`src/rtl/wb_queue_if.sv`:
```
// Bus bundle for wb_queue: producer results, register-file write port, queue
// occupancy and forwarding lookup. master = surrounding pipeline, slave = queue.
interface wb_queue_if #(
   parameter int DEPTH = 4,
   parameter int WIDTH = 32,
   parameter int AW    = 5
);
   localparam int CW = $clog2(DEPTH) + 1;

   logic             mem_valid;
   logic [AW-1:0]    mem_rd;
   logic [WIDTH-1:0] mem_data;
   logic             alu_valid;
   logic [AW-1:0]    alu_rd;
   logic [WIDTH-1:0] alu_data;
   logic             in_ready;
   logic [AW-1:0]    Write_register;
   logic [WIDTH-1:0] Write_data;
   logic             RegWrite;
   logic [CW-1:0]    wbq_count;
   logic [AW-1:0]    rs1;
   logic [AW-1:0]    rs2;
   logic             fwd_hit1;
   logic             fwd_hit2;
   logic [WIDTH-1:0] fwd_data1;
   logic [WIDTH-1:0] fwd_data2;

   modport master (
      output mem_valid, mem_rd, mem_data, alu_valid, alu_rd, alu_data, rs1, rs2,
      input  in_ready, Write_register, Write_data, RegWrite, wbq_count,
             fwd_hit1, fwd_hit2, fwd_data1, fwd_data2
   );

   modport slave (
      input  mem_valid, mem_rd, mem_data, alu_valid, alu_rd, alu_data, rs1, rs2,
      output in_ready, Write_register, Write_data, RegWrite, wbq_count,
             fwd_hit1, fwd_hit2, fwd_data1, fwd_data2
   );
endinterface

```
`src/rtl/wb_queue.sv`:
```
// In-order write-back queue driving a single edge-triggered register-file port.
// Define WBQ_FWD_EN to build the forwarding lookup over pending writes.
module wb_queue #(
   parameter int DEPTH = 4,
   parameter int WIDTH = 32,
   parameter int AW    = 5
) (
   input logic        clk,
   input logic        rst,
   wb_queue_if.slave  bus
);
   localparam int PW = $clog2(DEPTH);
   localparam int CW = PW + 1;

   typedef enum logic {ISSUE, GAP} state_t;

   state_t           state_reg;
   logic [AW-1:0]    rd_q   [DEPTH];
   logic [WIDTH-1:0] data_q [DEPTH];
   logic [PW-1:0]    head_reg;
   logic [PW-1:0]    tail_reg;
   logic [CW-1:0]    count_reg;
   logic [AW-1:0]    wreg_reg;
   logic [WIDTH-1:0] wdata_reg;
   logic             regwrite_reg;

   logic             in_ready;
   logic             mem_acc;
   logic             alu_acc;
   logic             pop;
   logic [1:0]       enq_n;
   logic [PW-1:0]    alu_ptr;
   logic [PW-1:0]    tail_next;
   logic [CW-1:0]    count_next;

   // Readiness looks only at the current count so it never depends on *_valid.
   assign in_ready   = (count_reg <= CW'(DEPTH - 2));
   assign mem_acc    = in_ready & bus.mem_valid;
   assign alu_acc    = in_ready & bus.alu_valid;
   assign enq_n      = {1'b0, mem_acc} + {1'b0, alu_acc};
   assign alu_ptr    = tail_reg + PW'(mem_acc);
   assign tail_next  = tail_reg + PW'(enq_n);
   assign pop        = (state_reg == ISSUE) && (count_reg != '0);
   assign count_next = count_reg + CW'(enq_n) - CW'(pop);

   // mem lands at the tail, alu right behind it, so mem is older on a tie.
   always_ff @(posedge clk) begin
      if (mem_acc) begin
         rd_q[tail_reg]   <= bus.mem_rd;
         data_q[tail_reg] <= bus.mem_data;
      end
      if (alu_acc) begin
         rd_q[alu_ptr]   <= bus.alu_rd;
         data_q[alu_ptr] <= bus.alu_data;
      end
   end

   always_ff @(posedge clk) begin
      if (rst) begin
         state_reg    <= ISSUE;
         head_reg     <= '0;
         tail_reg     <= '0;
         count_reg    <= '0;
         wreg_reg     <= '0;
         wdata_reg    <= '0;
         regwrite_reg <= 1'b0;
      end else begin
         tail_reg  <= tail_next;
         count_reg <= count_next;
         case (state_reg)
            ISSUE: begin
               if (pop) begin
                  wreg_reg     <= rd_q[head_reg];
                  wdata_reg    <= data_q[head_reg];
                  regwrite_reg <= 1'b1;
                  head_reg     <= head_reg + PW'(1);
                  state_reg    <= GAP;
               end else begin
                  regwrite_reg <= 1'b0;
               end
            end
            // The register file is edge-triggered: force a low cycle after each write.
            GAP: begin
               regwrite_reg <= 1'b0;
               state_reg    <= ISSUE;
            end
            default: begin
               regwrite_reg <= 1'b0;
               state_reg    <= ISSUE;
            end
         endcase
      end
   end

   assign bus.in_ready       = in_ready;
   assign bus.wbq_count      = count_reg;
   assign bus.Write_register = wreg_reg;
   assign bus.Write_data     = wdata_reg;
   assign bus.RegWrite       = regwrite_reg;

`ifdef WBQ_FWD_EN
   logic [DEPTH-1:0] match1;
   logic [DEPTH-1:0] match2;
   logic [WIDTH-1:0] ord_data [DEPTH];
   logic             hit1;
   logic             hit2;
   logic [WIDTH-1:0] fdata1;
   logic [WIDTH-1:0] fdata2;

   // Entries re-indexed by age: slot gi is gi places behind the head.
   generate
      for (genvar gi = 0; gi < DEPTH; gi++) begin : g_ent
         logic [PW-1:0] idx;
         logic          live;
         assign idx          = head_reg + PW'(gi);
         assign live         = (CW'(gi) < count_reg);
         assign match1[gi]   = live && (rd_q[idx] == bus.rs1);
         assign match2[gi]   = live && (rd_q[idx] == bus.rs2);
         assign ord_data[gi] = data_q[idx];
      end
   endgenerate

   // The entry on the outputs is the oldest; later queue slots override it.
   always_comb begin
      hit1   = regwrite_reg && (wreg_reg == bus.rs1);
      hit2   = regwrite_reg && (wreg_reg == bus.rs2);
      fdata1 = hit1 ? wdata_reg : '0;
      fdata2 = hit2 ? wdata_reg : '0;
      for (int i = 0; i < DEPTH; i++) begin
         if (match1[i]) begin
            hit1   = 1'b1;
            fdata1 = ord_data[i];
         end
         if (match2[i]) begin
            hit2   = 1'b1;
            fdata2 = ord_data[i];
         end
      end
   end

   assign bus.fwd_hit1  = hit1;
   assign bus.fwd_hit2  = hit2;
   assign bus.fwd_data1 = fdata1;
   assign bus.fwd_data2 = fdata2;
`else
   logic unused_rs;
   assign unused_rs     = ^{bus.rs1, bus.rs2};
   assign bus.fwd_hit1  = 1'b0;
   assign bus.fwd_hit2  = 1'b0;
   assign bus.fwd_data1 = '0;
   assign bus.fwd_data2 = '0;
`endif
endmodule

```
`src/flat_wrapper.sv`:
```
// flat-port wrapper written by rule: the top's interface ports become plain ports
module wb_queue_flat 
#(
   parameter int DEPTH = 4,
   parameter int WIDTH = 32,
   parameter int AW    = 5
)
  (clk, rst, bus_mem_valid, bus_mem_rd, bus_mem_data, bus_alu_valid, bus_alu_rd, bus_alu_data, bus_rs1, bus_rs2, bus_in_ready, bus_Write_register, bus_Write_data, bus_RegWrite, bus_wbq_count, bus_fwd_hit1, bus_fwd_hit2, bus_fwd_data1, bus_fwd_data2);
  wb_queue_if #(.DEPTH(DEPTH), .WIDTH(WIDTH), .AW(AW)) bus_i ();
  input logic clk;
  input logic rst;
  input wire logic [$bits(bus_i.mem_valid)-1:0] bus_mem_valid;
  input wire logic [$bits(bus_i.mem_rd)-1:0] bus_mem_rd;
  input wire logic [$bits(bus_i.mem_data)-1:0] bus_mem_data;
  input wire logic [$bits(bus_i.alu_valid)-1:0] bus_alu_valid;
  input wire logic [$bits(bus_i.alu_rd)-1:0] bus_alu_rd;
  input wire logic [$bits(bus_i.alu_data)-1:0] bus_alu_data;
  input wire logic [$bits(bus_i.rs1)-1:0] bus_rs1;
  input wire logic [$bits(bus_i.rs2)-1:0] bus_rs2;
  output wire logic [$bits(bus_i.in_ready)-1:0] bus_in_ready;
  output wire logic [$bits(bus_i.Write_register)-1:0] bus_Write_register;
  output wire logic [$bits(bus_i.Write_data)-1:0] bus_Write_data;
  output wire logic [$bits(bus_i.RegWrite)-1:0] bus_RegWrite;
  output wire logic [$bits(bus_i.wbq_count)-1:0] bus_wbq_count;
  output wire logic [$bits(bus_i.fwd_hit1)-1:0] bus_fwd_hit1;
  output wire logic [$bits(bus_i.fwd_hit2)-1:0] bus_fwd_hit2;
  output wire logic [$bits(bus_i.fwd_data1)-1:0] bus_fwd_data1;
  output wire logic [$bits(bus_i.fwd_data2)-1:0] bus_fwd_data2;
  assign bus_i.mem_valid = bus_mem_valid;
  assign bus_i.mem_rd = bus_mem_rd;
  assign bus_i.mem_data = bus_mem_data;
  assign bus_i.alu_valid = bus_alu_valid;
  assign bus_i.alu_rd = bus_alu_rd;
  assign bus_i.alu_data = bus_alu_data;
  assign bus_i.rs1 = bus_rs1;
  assign bus_i.rs2 = bus_rs2;
  assign bus_in_ready = bus_i.in_ready;
  assign bus_Write_register = bus_i.Write_register;
  assign bus_Write_data = bus_i.Write_data;
  assign bus_RegWrite = bus_i.RegWrite;
  assign bus_wbq_count = bus_i.wbq_count;
  assign bus_fwd_hit1 = bus_i.fwd_hit1;
  assign bus_fwd_hit2 = bus_i.fwd_hit2;
  assign bus_fwd_data1 = bus_i.fwd_data1;
  assign bus_fwd_data2 = bus_i.fwd_data2;
  wb_queue #(.DEPTH(DEPTH), .WIDTH(WIDTH), .AW(AW)) u_core (.clk(clk), .rst(rst), .bus(bus_i));
endmodule
```
`config.mk`:
```
export PLATFORM = sky130hd
export DESIGN_NAME = wb_queue_flat
export DESIGN_NICKNAME = d
export VERILOG_FILES = /design/src/rtl/wb_queue_if.sv /design/src/rtl/wb_queue.sv /design/src/flat_wrapper.sv
export SDC_FILE = /design/constraint.sdc
export NUM_CORES = 1
export LEC_CHECK = 0
export CAP_MARGIN = 15
export CORE_MARGIN = 2
export CORE_UTILIZATION = 40
export CTS_CLUSTER_DIAMETER = 40
export DETAILED_ROUTE_END_ITERATION = 10
export HOLD_SLACK_MARGIN = 0.06
export PLACE_DENSITY = 0.66
export RECOVER_POWER = 100
export SYNTH_ARGS = -nofsm -noshare
export SYNTH_HDL_FRONTEND = slang
export SYNTH_SLANG_ARGS = --single-unit
```
`constraint.sdc`:
```
create_clock -name clk -period 5.8 [get_ports clk]
set_clock_uncertainty 0.05 [all_clocks]
set_input_delay 1.16 -clock clk [delete_from_list [all_inputs] [get_ports clk]]
set_output_delay 1.16 -clock clk [all_outputs]
set_load 0.02 [all_outputs]
```
==> results.sh <==
export IMPL_gp_congestion=0.702
export IMPL_drv_cap=1
export IMPL_p_leak_uw=0.00389
export IMPL_worstSetupPathType="input pin to register"
export IMPL_postSynthAreaPerCell_um2=16.2
export IMPL_viasPerCell=5.11
export IMPL_cts_buffer_depth=2
export IMPL_final_max_slew_viol_count=21
export IMPL_netlist_area_um2=9360
export IMPL_fillerInstances=1920
export IMPL_totalWireLength_um=20900
export IMPL_largest_register="u_core.data_q"
export IMPL_swShare=0.334
export IMPL_synth_seq_cells=193
export IMPL_synth_cell_types=42
export IMPL_holdBufCountCts=0
export IMPL_rr_worst_depth=8
export IMPL_syn_inst=577
export IMPL_first_global_vias=5396
export IMPL_wire_per_inst_um=20.5
export IMPL_antenna_found_initial=0
export IMPL_multiInputGateArea_um2=3540
export IMPL_path_clk_slew_ns=0.07
export IMPL_diodes=0
export IMPL_vias=5219
export IMPL_finalCritPeriodShare=0.800
export IMPL_async_flop_share=0
export IMPL_min_path_type="register to register"
export IMPL_setup_violations=0
export IMPL_ir_drop_mv=0.187
export IMPL_synth_seq_area_share=0.571
export IMPL_grtUsageTotal=0.175
export IMPL_critPathLaunchType="input pin"
export IMPL_final_common_cell="edfxtp_1"
export IMPL_grt_max_degree=42
export IMPL_row_count=55
export IMPL_dp_cells=990
export IMPL_clk_insertion_delay_late_ns=0.43
export IMPL_total_power_uw=5290
export IMPL_end_kind="register"
export IMPL_regArea_um2=5350
export IMPL_final_cell_mix="edfxtp_1 (148), mux2_2 (142), clkdlybuf4s50_1 (74)"
export IMPL_die_x_um=157
export IMPL_ioPinCount=196
export IMPL_worst_path_max_fanout=23
export IMPL_drive_gt1_frac=0.309
export IMPL_fin_nets=791
export IMPL_fin_cells=1022
export IMPL_grt_pass1_wl_um=31600
export IMPL_hpwlAfterDp_um=12700
export IMPL_relSlewSlack=-0.395
export IMPL_die_area_um2=24600
export IMPL_status="finished, violations left"
export IMPL_post_route_min_period_ns=4.64
export IMPL_yosysWarnings=0
export IMPL_grt_overflow_total=0
export IMPL_crit_arrival_ns=4.64
export IMPL_clkSinkCount=193
export IMPL_drtIter0Drc=297
export IMPL_intPower_uw=3520
export IMPL_final_core_util=0.487
export IMPL_largest_reg_flops=128
export IMPL_core_area_um2=22800
export IMPL_route_detailed_drc=0
export IMPL_syn_to_final_growth_pct=18.6
export IMPL_numPortBuffers=119
export IMPL_postCtsSetupRepairBufs=0
export IMPL_cts_root_buf="clkbuf_16"
export IMPL_crit_required_ns=5.80
export IMPL_failed_checks="capacitance limit, slew limit"
export IMPL_ctsResizeCount=0
export IMPL_synth_ff_type="edfxtp_1"
export IMPL_pwr_share_comb=0.360
export IMPL_tns_ns=0
export IMPL_switchingPower_uw=1770
export IMPL_tritoncts="done"
export IMPL_rsz0062_at_grt="no"
export IMPL_cts_made_buffers=17
export IMPL_start_util=0.411
export IMPL_min_path_cells=1
export IMPL_power_frac_clock=0.208
export IMPL_synth_edf_count=148
export IMPL_worst_pin_slew_ns=2.09
export IMPL_ant_nets=0
export IMPL_powerDensity_nw_per_um2=477
export IMPL_fmax_ghz=0.216
export IMPL_p_seq_frac=0.433
export IMPL_timing_hold_ws_ns=0.423
export IMPL_h_tree_depth=4
export IMPL_dieHeight_um=157
export IMPL_first_pass_iters=4
export IMPL_hold_viol_final=0
==> critical path: stages <==
cell,delay [ns]
dlygate4sd3_1,0.59
and2_0,0.20
ha_1,0.33
nor2b_1,0.21
and3_1,0.18
o21a_1,1.06
clkbuf_1,0.89
==> cells by family after synthesis <==
| kind of cell | share of synthesized area |
|---|---|
| buffers and inverters | 0.0765 |
| adders and majority gates | 0.0102 |
| DFF | 0.571 |
| AOI/OAI and AO/OA | 0.0447 |
| and+or+nand+nor | 0.0223 |
| xor gates and xnor gates | 0.00749 |
| muxes | 0.267 |
| other | 0.000401 |
==> power by group through the flow <==
stage | logic, uW | clock network, uW | registers [uW]
floorplan | 1410 | 0 | 2270
global placement | 1990 | 0 | 2310
detailed placement | 2020 | 0 | 2340
CTS | 2030 | 1110 | 2310
global route | 2050 | 1160 | 2350
finish | 1900 | 1100 | 2290
==> worst paths after layout <==
kind / from / endpoint / slack [ns]
max: bus_mem_valid / u_core.data_q[3][29]$_DFFE_PP_ / 1.16
max reg2reg: u_core.bus.wbq_count[0]$_SDFF_PP0_ / u_core.data_q[0][26]$_DFFE_PP_ / 1.32
min: u_core.bus.Write_register[2]$_SDFFE_PP0P_ / u_core.bus.Write_register[2]$_SDFFE_PP0P_ / 0.42
min reg2reg: u_core.bus.Write_register[2]$_SDFFE_PP0P_ / u_core.bus.Write_register[2]$_SDFFE_PP0P_ / 0.42
==> final cells by class <==
| cell class | count | share of cell area |
|---|---|---|
| Inverter | 8 | 0.00271 |
| Sequential cell | 193 | 0.482 |
| Tap cell | 313 | 0.0353 |
| Clock buffer | 19 | 0.0390 |
| Multi-Input combinational cell | 344 | 0.319 |
| Clock inverter | 13 | 0.00924 |
| Timing Repair Buffer | 132 | 0.112 |
==> synthesized netlist by cell type (2+ instances only) <==
| library cell | n | share of area |
|---|---|---|
| clkbuf_1 | 8 | 0.0032 |
| dfxtp_1 | 45 | 0.096 |
| nor2b_1 | 4 | 0.0027 |
| ha_1 | 6 | 0.0080 |
| nand2_1 | 3 | 0.0012 |
| buf_6 | 7 | 0.0084 |
| nor2_1 | 5 | 0.0020 |
| nor3_1 | 3 | 0.0016 |
| or3_1 | 2 | 0.0013 |
| a21oi_1 | 4 | 0.0021 |
| edfxtp_1 | 148 | 0.47 |
| nand3_4 | 2 | 0.0037 |
| inv_1 | 8 | 0.0032 |
| a22o_1 | 37 | 0.035 |
| and2_1 | 3 | 0.0020 |
| nor3_4 | 2 | 0.0035 |
| mux2_1 | 6 | 0.0072 |
| o21ai_0 | 2 | 0.0011 |
| a21o_1 | 2 | 0.0016 |
| buf_2 | 14 | 0.0075 |
| mux4_2 | 37 | 0.089 |
| buf_4 | 67 | 0.054 |
| mux2_2 | 142 | 0.17 |
| xnor2_1 | 2 | 0.0019 |
==> per-layer routing <==
| layer | routed length (um) | vias up | part of all wire | GRT usage |
|---|---|---|---|---|
| met5 | 0 | - | 0 | 0 |
| met3 | 1070 | 14 | 0.051 | 0.0333 |
| met4 | 241 | 0 | 0.012 | 0.0489 |
| li1 | - | 2362 | - | - |
| met2 | 11100 | 181 | 0.53 | 0.318 |
| met1 | 8560 | 2662 | 0.41 | 0.212 |
==> per-stage QoR <==
step                      setup WS, ns  cell area, um^2
after floorplan                   1.40             9600
after global placement            1.60            10700
after detailed placement          1.55            10700
after CTS                         1.94            11200
after global routing             0.921            11100
final                             1.16            11100
Note: power is estimated with default switching activity, not from simulation.
==> RTL change 1, RTL diff (same flow settings) <==
Add a define of `WBQ_FWD_EN`.
--- a/src/rtl/wb_queue.sv
+++ b/src/rtl/wb_queue.sv
@@ -2,2 +2,4 @@
 // Define WBQ_FWD_EN to build the forwarding lookup over pending writes.
+`define WBQ_FWD_EN
+
 module wb_queue #(
Behaviour: not the same (a bounded check fails within 4 cycles, from zero or initial values and one cycle with rst high).
==> RTL change 1 against the original RTL <==
- the run still ends with capacitance limit, slew limit left
- final area is 65% higher
- sequential cell count rose by 2
- synthesized cell count rose by 130%
- total power up 73%
- wire length grew to 2.5 times the old value
- area after synthesis grew 64%
- die area grew 62%
- worst setup slack got worse by 1.0 ns
- critical endpoint is now bus_fwd_data1[1]
- largest power group is now combinational logic
==> RTL change 1: results (changes against the original RTL) <==
The tools report the clock latency at the later pin of the worst-skew pair as 0.46 ns (was 0.43 ns). Worst min-delay path startpoint: u_core.bus.Write_data[24] (was u_core.bus.Write_register[2]). The synthesized area per cell is 11.72 µm² (was 16.22 µm²), and the met3 capacity usage during global routing is 0.06177 (was 0.03331). Global-route wire length before repair: 79.07 mm (was 31.58 mm). Violations in the final reports: capacitance limit, slew limit (unchanged). The number of buffers inserted by port buffering was 195 (was 119). The count of cell types in the netlist was 47 (was 42). The number of cells after detailed placement was 1,929 (was 990).

For the total cell area at the placement stage, the log shows 17,850 µm² (was 10,670 µm²). The cell leakage power came out at 6.582 nW (was 3.892 nW). Total of max-cap violations: 10 (was 1).

The run gives 7 (was 0) as the initial antenna violation count. The tools report the maximum VDD drop as 348.0 µV (was 187.4 µV). The arithmetic-cell share of the synthesized area counting full adders, half adders and majority gates is 0.006206 (was 0.01016). The largest net degree at the start of global routing is 65 (was 42), and the total length of routed met2 wires is 25.12 mm (was 11.07 mm). The tools report the startpoint of the worst-slack reg-to-reg timing path as u_core.bus.wbq_count[2] (was u_core.bus.wbq_count[0]). Total length of routed met3 wires: 5.196 mm (was 1.074 mm). The cell with the biggest individual delay on the critical path was dlygate4sd3_1 (was o21a_1).

The met2 track demand over resource is 0.4284 (was 0.3177), and the overall global routing resource usage is 0.2689 (was 0.1748). The share of the synthesized area in compound gates (AO/OA/AOI/OAI) is 0.1112 (was 0.04466), and the time the worst path needs with I/O delays and setup is 5.680 ns (was 4.639 ns). The routed via count is 12,620 (was 5,219).

The flow ran to the end, but the final reports show violations. The number of max-slew violations in the final report is 255 (was 21). For the sequential fraction of the synthesis area, the log shows 0.3514 (was 0.5713).
-- RTL change 1: cell count changes after synthesis, sizes merged, moves of 37 or more --
cell | before | now
mux2i | 0 | 111
a221oi | 0 | 64
nor2 | 5 | 74
nor3 | 5 | 68
nand2 | 3 | 112
o31ai | 0 | 65
mux4 | 37 | 111
a22o | 37 | 0
clkbuf | 8 | 65
-- RTL change 1: cell type report --
| type | instances | area, µm² |
|---|---|---|
| Sequential cell | 195 | 5398 |
| Clock inverter | 13 | 141.4 |
| Multi-Input combinational cell | 967 | 9289 |
| Clock buffer | 19 | 452.9 |
| Antenna cell | 2 | 5.005 |
| Fill cell | 3423 | 19320 |
| Tap cell | 511 | 639.4 |
| Timing Repair Buffer | 246 | 2385 |
| Inverter | 10 | 37.54 |
-- RTL change 1: power breakdown --
part | internal, W | switching [W]
Combinational | 0.00228 | 0.00289
Sequential | 0.00215 | 0.000583
Clock | 0.000633 | 0.000611
Total | 0.00507 | 0.00408
==> RTL change 2, RTL diff (same settings) <==
Made on the original files. Make the reset (`rst`) asynchronous in one clocked block.
--- a/src/rtl/wb_queue.sv
+++ b/src/rtl/wb_queue.sv
@@ -57,3 +57,3 @@
 
-   always_ff @(posedge clk) begin
+   always_ff @(posedge clk or posedge rst) begin
       if (rst) begin
Behaviour: differs if rst is asserted again (counterexample within 4 cycles, from zero or initial values and one cycle with rst high); with rst held inactive, the same outputs for 4 cycles.
==> RTL change 2 against the original RTL <==
- the run still ends with capacitance limit, slew limit left
- worst setup slack improved by 0.0059 ns
- area after synthesis rose by 2.7%
- total power grew 5.3%
- final area rose by 2.9%
- wire length is 0.90% higher
- sequential cell count is the same
- non-clock buffer count grew 1
- combinational power grew 12%
- largest cell class unchanged
- highest routed layer unchanged
==> RTL change 2: results (changes against the original RTL) <==
The initial antenna violation count was 0 (unchanged); the slew at the pin with the worst max-slew slack was 2.720 ns (was 2.092 ns). The logs give 471.2 µV (was 187.4 µV) for the maximum VDD drop and 34 (was 42) for the count of cell types in the netlist. The number of flip-flops in the largest register was 128 (unchanged). The overall global routing resource usage is 0.1709 (was 0.1748). For the number of max-slew violations in the final report, the log shows 95 (was 21). The clock-pin slew of the registers on the worst-case setup and hold paths was 0.07 ns (about the same); the cell leakage power was 4.019 nW (was 3.892 nW).

The tools report the number of cells after detailed placement as 986 (was 990). Violations in the final reports: capacitance limit, slew limit (unchanged). The run gives 562 (was 577) as the number of instances in the synthesized netlist. Top area cells in the synthesized netlist: edfxtp_1 46%, mux2_2 20%, dfrtp_1 12% (was edfxtp_1 47%, mux2_2 17%, dfxtp_1 9.6%). Number of vias per cell after detailed routing: 5.028 (was 5.107). For the total of max-cap violations, the log shows 4 (was 1).

Path category of the worst min-delay check: reg -> reg (unchanged). The number of nets in the layout is 781 (was 791), and the largest fanout on the critical path is 16 (was 23). The tools report the sequential fraction of the synthesis area as 0.5798 (was 0.5713). The total of cells resized after clock tree synthesis is 0 (unchanged).

The tools report the minimum setup slack after placement as 1.459 ns (was 1.550 ns). The first-iteration detailed-routing DRC count came out at 241 (was 297). The average routed wire per standard cell came out at 20.74 µm (was 20.50 µm).

The number of buffers inserted by port buffering was 119 (unchanged); the global-route wire length before repair was 32.22 mm (was 31.58 mm). The largest net degree at the start of global routing was 46 (was 42). The cell at the root of the clock tree was clkbuf_16 (unchanged). Most frequent cells after synthesis: 169 x mux2_2, 148 x edfxtp_1, 68 x buf_4 (was 148 x edfxtp_1, 142 x mux2_2, 67 x buf_4).

The fraction of registers with async set/reset came out at 0.2332 (was 0). The logs give 12.96 mm (was 12.66 mm) for the placed wire-length estimate after detailed placement and 4.76 ns (was 4.64 ns) for the worst endpoint data arrival time. Number of detailed-routing iterations run before antenna repair: 4 (unchanged). The flow ran to the end, but the final reports show violations.

The logs give 0 (unchanged) for the sum of overflow across all layers after global routing and 0.7085 (was 0.7018) for the final estimated routing congestion in global placement. The fraction of final layout cells sized beyond drive strength 1 came out at 0.3591 (was 0.3089). The post-layout instance count excluding filler cells was 1,019 (was 1,022); the number of global-route vias before repair was 5,673 (was 5,396).
[RTL change 2: cell families after synthesis]
kind of cell / count (synthesis) / synth area share
adders and majority gates: 7 / 0.009898
AOI/OAI and AO/OA: 9 / 0.005470
DFF: 193 / 0.5798
and+or+nand+nor: 21 / 0.01732
other: 1 / 0.0003904
xor gates and xnor gates: 8 / 0.008857
buffers and inverters: 101 / 0.07463
muxes: 222 / 0.3036
[RTL change 2: final cells by class]
cell class,instances,area [µm²]
antenna,1,2.502
multi-input combinational,333,3591
clock buffer,19,442.9
clock inverter,13,111.4
sequential,193,5572
tap,319,399.1
timing repair buffer,133,1275
fill,2046,12120
inverter,8,30.03
[RTL change 2: metal layers]
metal	vias up	global-route usage	part of all wire
met5	-	0	0
met4	0	0.04959	0.010
met3	18	0.04819	0.060
met2	161	0.3045	0.52
met1	2663	0.2023	0.41
li1	2282	-	-
[RTL change 2: power by group]
part / leakage, nW / switching [W] / total, W / internal, W
sequential: 1.87 / 0.000312 / 0.00232 / 0.00200
clock: 0.267 / 0.000522 / 0.00112 / 0.000603
combinational: 1.88 / 0.00103 / 0.00213 / 0.00110
total: 4.02 / 0.00186 / 0.00557 / 0.00371
[RTL change 2: through the flow]
stage	total power, W	hold slack (ns)	cell area, µm²
after floorplan	0.003813	0.4712	9851
after global placement	0.004526	0.4384	10930
after detailed placement	0.004600	0.4446	10930
after CTS	0.005723	0.4596	11480
after global routing	0.005866	0.4783	11420
final	0.005573	0.4520	11420
[RTL change 2: critical path, cell delays in order]
cell and delay, ns:
dlygate4sd3_1 0.57, and2_0 0.18, ha_1 0.30, xnor2_2 0.21, nor3_2 1.45, clkbuf_1 0.48, mux2_2 0.40
[RTL change 2: worst paths after layout]
kind	startpoint	endpoint	slack [ns]	depth (start not counted)
max in group asynchronous	rst	u_core.head_reg[1]	3.87	3
max reg2reg	u_core.bus.wbq_count[1]	u_core.rd_q[3][0]	1.29	8
min reg2reg	u_core.bus.Write_data[25]	u_core.bus.Write_data[25]	0.45	1
min in group asynchronous	rst	u_core.bus.wbq_count[2]	1.33	3
max	bus_mem_valid	u_core.rd_q[3][0]	1.17	7
min	u_core.bus.Write_data[25]	u_core.bus.Write_data[25]	0.45	1
